### src/rtl/distributor14_if.sv
// distributor14_if: handshake and channel bus for the 1-to-4 distributor.
// master drives the input word, select lines and per-channel acks;
// slave (the distributor) drives ready, the four held channels and status.
interface distributor14_if #(
    parameter int unsigned WIDTH = 4
);
    logic [WIDTH-1:0] iD;
    logic             iValid;
    logic             iS1;
    logic             iS0;
    logic             oReady;
    logic [3:0]       iAck;
    logic [WIDTH-1:0] oZ0;
    logic [WIDTH-1:0] oZ1;
    logic [WIDTH-1:0] oZ2;
    logic [WIDTH-1:0] oZ3;
    logic [3:0]       oV;
    logic [2:0]       oCnt;
    logic             oDrop;

    modport master (
        output iD, iValid, iS1, iS0, iAck,
        input  oReady, oZ0, oZ1, oZ2, oZ3, oV, oCnt, oDrop
    );

    modport slave (
        input  iD, iValid, iS1, iS0, iAck,
        output oReady, oZ0, oZ1, oZ2, oZ3, oV, oCnt, oDrop
    );
endinterface

### src/rtl/distributor14.sv
// distributor14: registered 1-to-4 demultiplexer / distributor.
// One word per cycle is steered into one of four holding channels; each
// channel keeps its word and a full flag until its consumer acks it.
// Optional build macro DISTRIBUTOR14_RR_EN: the target channel comes from an
// internal round-robin pointer instead of the iS1/iS0 select lines.
module distributor14 #(
    parameter int unsigned WIDTH = 4
) (
    input  logic             iClk,
    input  logic             iRst_n,
    distributor14_if.slave   bus
);

    logic [3:0][WIDTH-1:0] z_q;
    logic [3:0]            v_q;
    logic [3:0]            v_next;
    logic [2:0]            cnt_q;
    logic [2:0]            cnt_next;
    logic                  drop_q;
    logic [1:0]            target;
    logic                  ready;
    logic                  accept;

`ifdef DISTRIBUTOR14_RR_EN
    logic [1:0] ptr_q;

    assign target = ptr_q;

    // Round-robin pointer: advances only on an accepted word, wraps 3 -> 0.
    always_ff @(posedge iClk or negedge iRst_n) begin
        if (!iRst_n) begin
            ptr_q <= '0;
        end else if (accept) begin
            ptr_q <= ptr_q + 2'd1;
        end
    end
`else
    assign target = {bus.iS1, bus.iS0};
`endif

    // A full target channel can still take a word if it is being acked now.
    assign ready  = ~v_q[target] | bus.iAck[target];
    assign accept = bus.iValid & ready;

    // Next full flags (acks clear, accept sets, set wins) and their popcount.
    always_comb begin
        v_next = v_q & ~bus.iAck;
        if (accept) begin
            v_next[target] = 1'b1;
        end
        cnt_next = '0;
        for (int unsigned k = 0; k < 4; k++) begin
            cnt_next = cnt_next + {2'b00, v_next[k]};
        end
    end

    // Channel data, full flags and count; acked data is held, not cleared.
    always_ff @(posedge iClk or negedge iRst_n) begin
        if (!iRst_n) begin
            z_q   <= '0;
            v_q   <= '0;
            cnt_q <= '0;
        end else begin
            v_q   <= v_next;
            cnt_q <= cnt_next;
            if (accept) begin
                z_q[target] <= bus.iD;
            end
        end
    end

    // Sticky overflow flag: set when a valid word meets a busy channel.
    always_ff @(posedge iClk or negedge iRst_n) begin
        if (!iRst_n) begin
            drop_q <= 1'b0;
        end else if (bus.iValid & ~ready) begin
            drop_q <= 1'b1;
        end
    end

    assign bus.oReady = ready;
    assign bus.oZ0    = z_q[0];
    assign bus.oZ1    = z_q[1];
    assign bus.oZ2    = z_q[2];
    assign bus.oZ3    = z_q[3];
    assign bus.oV     = v_q;
    assign bus.oCnt   = cnt_q;
    assign bus.oDrop  = drop_q;

endmodule

### src/flat_wrapper.sv
// flat-port wrapper written by rule: the top's interface ports become plain ports
module distributor14_flat 
#(
    parameter int unsigned WIDTH = 4
)
  (iClk, iRst_n, bus_iD, bus_iValid, bus_iS1, bus_iS0, bus_iAck, bus_oReady, bus_oZ0, bus_oZ1, bus_oZ2, bus_oZ3, bus_oV, bus_oCnt, bus_oDrop);
  distributor14_if #(.WIDTH(WIDTH)) bus_i ();
  input  logic iClk;
  input  logic iRst_n;
  input wire logic [$bits(bus_i.iD)-1:0] bus_iD;
  input wire logic [$bits(bus_i.iValid)-1:0] bus_iValid;
  input wire logic [$bits(bus_i.iS1)-1:0] bus_iS1;
  input wire logic [$bits(bus_i.iS0)-1:0] bus_iS0;
  input wire logic [$bits(bus_i.iAck)-1:0] bus_iAck;
  output wire logic [$bits(bus_i.oReady)-1:0] bus_oReady;
  output wire logic [$bits(bus_i.oZ0)-1:0] bus_oZ0;
  output wire logic [$bits(bus_i.oZ1)-1:0] bus_oZ1;
  output wire logic [$bits(bus_i.oZ2)-1:0] bus_oZ2;
  output wire logic [$bits(bus_i.oZ3)-1:0] bus_oZ3;
  output wire logic [$bits(bus_i.oV)-1:0] bus_oV;
  output wire logic [$bits(bus_i.oCnt)-1:0] bus_oCnt;
  output wire logic [$bits(bus_i.oDrop)-1:0] bus_oDrop;
  assign bus_i.iD = bus_iD;
  assign bus_i.iValid = bus_iValid;
  assign bus_i.iS1 = bus_iS1;
  assign bus_i.iS0 = bus_iS0;
  assign bus_i.iAck = bus_iAck;
  assign bus_oReady = bus_i.oReady;
  assign bus_oZ0 = bus_i.oZ0;
  assign bus_oZ1 = bus_i.oZ1;
  assign bus_oZ2 = bus_i.oZ2;
  assign bus_oZ3 = bus_i.oZ3;
  assign bus_oV = bus_i.oV;
  assign bus_oCnt = bus_i.oCnt;
  assign bus_oDrop = bus_i.oDrop;
  distributor14 #(.WIDTH(WIDTH)) u_core (.iClk(iClk), .iRst_n(iRst_n), .bus(bus_i));
endmodule
### config.mk
export PLATFORM = sky130hd
export DESIGN_NAME = distributor14_flat
export DESIGN_NICKNAME = d
export VERILOG_FILES = /design/src/rtl/distributor14_if.sv /design/src/rtl/distributor14.sv /design/src/flat_wrapper.sv
export SDC_FILE = /design/constraint.sdc
export NUM_CORES = 1
export LEC_CHECK = 0
export ABC_AREA = 1
export CAP_MARGIN = 40
export CORE_MARGIN = 5
export CORE_UTILIZATION = 34
export CTS_CLUSTER_DIAMETER = 120
export DETAILED_ROUTE_END_ITERATION = 10
export GPL_TIMING_DRIVEN = 0
export PLACE_DENSITY = 0.75
export SYNTH_ARGS = -nofsm -noshare
export SYNTH_HDL_FRONTEND = slang
export SYNTH_SLANG_ARGS = --single-unit
export TNS_END_PERCENT = 1
### constraint.sdc
create_clock -name iClk -period 2.1 [get_ports iClk]
set_input_delay 0.42 -clock iClk [delete_from_list [all_inputs] [get_ports iClk]]
set_output_delay 0.42 -clock iClk [all_outputs]
set_load 0.01 [all_outputs]
==> reports/results.tsv <==
stage	metric	value	unit
floorplanning	Die Y-Extent	67.10	um
synth	Main synth FF type	dfrtp_1	
timing	post-layout min period	2.065	ns
setup_path	CP max stage delay	0.51	ns
setup_path	WP data arrival	2.27	ns
synth	ys async rst share	100.0	%
global_routing	first-pass GRT wire length	4.712	mm
setup_path	crit end category	flop	
final_layout	FF/Latch Area	600.6	um2
synth	Synth cell types	19	
clocking	root buffer cell	clkbuf_4	
routing	First-pass DRT Iterations	4	
routing	highest metal used	met4	
worst_hold_path	Hold Crit Class	in2async	
final_layout	Post-Route Utilization	53.55	%
floorplanning	total die area	0.004502	mm2
setup_path	Worst path slowest cell	clkdlybuf4s50_1	
routing	via count	1023	
clocking	Post-CTS Hold Buffers	0	
routing	per-cell routed wire length	13.99	um
global_routing	global route overflow	0	
timing	clk_skew	0.01464	ns
routing	vias per inst	4.895	
synth	Yosys top cell area share	54.18	%
outcome	status	complete, no violations	
floorplanning	Row Count	20	
clocking	CTS tree	done	
routing	met2 wire len	1.440	mm
synth	Cell Area, Synth	0.001109	mm2
timing	worst-margin pin slew	0.5688	ns
power_and_ir_drop	Leak Pwr	0.7895	nW
timing	Hold Violations, Final	0	
run	max-cap violation count	0	
synth	Post-Synthesis Cells	117	
placement	number of port buffers	36	
timing	maximum clock frequency	0.4843	GHz
setup_path	crit path cell chain	clkdlybuf4s50_1 -> buf_2 -> nand3_4 -> o21ai_4 -> ha_4 -> fa_2 -> ha_1	
synth	Post-synth EDFFs	0	
floorplanning	I/O Pins	38	
setup_path	critical path launch point type	input port	
timing	max-slew violations	0	
final_layout	# fillers	297	
routing	met3 routed wirelength	227	um
timing	Slew headroom	61.96	%
routing	length of routed wiring on met1	1.188	mm
placement	HPWL Detailed	2.229	mm
placement	routability cong.	0.8490	
global_routing	GRT Util Overall	14.08	%
clocking	Skew-Pair Late Insertion Delay	0.32	ns
routing	final wirelength	2.924	mm
routing	DRC viols	0	
final_layout	Syn-to-layout area delta	49.89	%
synth	most area-hungry cell type in the Yosys netlist	dfrtp_1	
clocking	CTS max path bufs	2	
clocking	CTS H-tree depth	1	
clocking	CTS buffer count	3	
floorplanning	core box area	0.003103	mm2
setup_path	CP required	2.31	ns
synth	Syn Nets	133	
timing	Final Cycle Share	98.33	%
setup_path	worst-path fanout max	10	
floorplanning	Initial Util	35.73	%
final_layout	share of cells above drive strength 1	18.18	%
timing	# setup viols final	0	
floorplanning	Die W	67.10	um
timing	Hold WS	0.4432	ns
synth	FF+latch count, synth	24	
synth	most frequent cell after synthesis	nand2_1	
power_and_ir_drop	peak supply drop	442.4	uV
final_layout	Multi-input gate area	491.7	um2
synth	yosys warns	0	
routing	initial DRC count	47	
synth	synth cell count leaders	nand2_1, dfrtp_1, nand4_1	
power_and_ir_drop	PwrDens	752.1	mW/mm2
power_and_ir_drop	Overall Power	0.001250	W
clocking	clock-pin slew on the worst setup and hold paths	0.14	ns
setup_path	CP Class	in2reg	
final_layout	final net count	182	
global_routing	initial antenna violation count	0	
synth	Seq/Total Area, Yosys	54.18	%
synth	Synth area leaders	dfrtp_1, nand2_1, nand4_1, nand3_4, ha_1	
routing	Routed Antenna Nets	0	
global_routing	pin count of the biggest net entering global routing	14	
clocking	TritonCTS Sinks	24	
synth	Post-Syn Area per Cell	9.475	um2
global_routing	vias in the first global route	1011	
final_layout	ANT cells	0	
[metrics by stage]
step / cell area [um2] / std cells / setup WS, ns / TNS (ns)
after floorplan: 1119 / 117 / -0.1347 / -0.1759
after global placement: 1534 / 197 / -0.7176 / -2.427
after detailed placement: 1549 / 198 / -0.7485 / -2.520
after CTS: 1633 / 209 / 0.006257 / 0
after global routing: 1662 / 209 / -0.001398 / -0.001398
final: 1662 / 209 / 0.03509 / 0
[registers in the layout (all words and copies together), names as in the netlist]
name	flops
u_core.bus.oCnt	3
u_core.bus.oDrop	1
u_core.bus.oV	4
u_core.bus.oZ0	4
u_core.bus.oZ1	4
u_core.bus.oZ2	4
u_core.bus.oZ3	4
[logic make-up (layout without fill, tap and decap cells)]
family / count (synthesis) / after routing / synth area share (%)
DFF: 24 / 24 / 54.18
adders and majority gates: 3 / 3 / 4.063
and+or+nand+nor: 73 / 73 / 33.64
AOI/OAI and AO/OA: 5 / 5 / 2.596
buffers and inverters: 12 / 60 / 5.529
[what timing repair did]
action / in CTS / in global routing
resized for setup: 9 / 7
pin swaps: 4 / 2
setup endpoints to repair: 4 / 2
setup buffers: 7 / 0
hold endpoints to repair: 0 / 0
[worst max-delay path: cells and delay by family]
| kind | cells | cell delay (ns) |
|---|---|---|
| compound gates | 1 | 0.10 |
| simple gates | 1 | 0.13 |
| buf+inv | 2 | 0.80 |
| fa+ha+maj | 3 | 0.81 |
[cells in the final DEF (no fill, tap or decap)]
cell / Yosys / routed
nand2_1: 45 / 44
clkdlybuf4s50_1: 0 / 30
dfrtp_1: 24 / 24
nand4_1: 16 / 16
buf_4: 2 / 8
inv_1: 6 / 5
dlygate4sd2_1: 0 / 5
nand3_1: 4 / 4
nand3_4: 3 / 3
clkbuf_4: 0 / 3
inv_2: 1 / 2
buf_8: 0 / 2
buf_2: 1 / 2
nor2_1: 2 / 2
o21ai_0: 4 / 2
o21ai_4: 0 / 2
nor2_4: 1 / 1
nor2_2: 1 / 1
nand2_2: 1 / 1
nand2_4: 0 / 1
clkbuf_1: 1 / 1
a31o_2: 1 / 1
fa_2: 0 / 1
ha_4: 0 / 1
ha_1: 2 / 1
clkbuf_8: 0 / 1
buf_1: 0 / 1
[cell type report]
cell class | instances | area share, %
Buffer | 5 | 2.334
Sequential cell | 24 | 36.14
Timing Repair Buffer | 44 | 24.85
Inverter | 7 | 1.581
Clock buffer | 4 | 2.184
Tap cell | 44 | 3.313
Multi-Input combinational cell | 81 | 29.59
[report_power, final]
part	internal, W	switching (W)	leakage, nW
registers	0.000543	0.0000453	0.301
clock network	0.000106	0.000136	0.0210
logic	0.000226	0.000194	0.468
total	0.000874	0.000375	0.789
[worst paths after layout]
kind	startpoint	cells after the start	endpoint	slack, ns
setup / recovery	bus_iValid	7	u_core.bus.oCnt[1]	0.04
hold / removal	iRst_n	1	u_core.bus.oV[0]	0.44
setup reg to reg	u_core.bus.oV[1]	11	u_core.bus.oCnt[1]	0.07
hold reg to reg	u_core.bus.oZ2[0]	2	u_core.bus.oZ2[0]	0.49
max in group asynchronous	iRst_n	2	u_core.bus.oZ2[2]	1.16
min in group iClk	bus_iAck[1]	2	u_core.bus.oV[1]	0.47
[metal layers]
layer	GRT usage [%]	vias up
met5	0	-
met4	5.316	0
met1	17.12	480
li1	-	484
met3	4.216	8
met2	23.31	51
No activity file was read; power rests on OpenSTA's default activity.
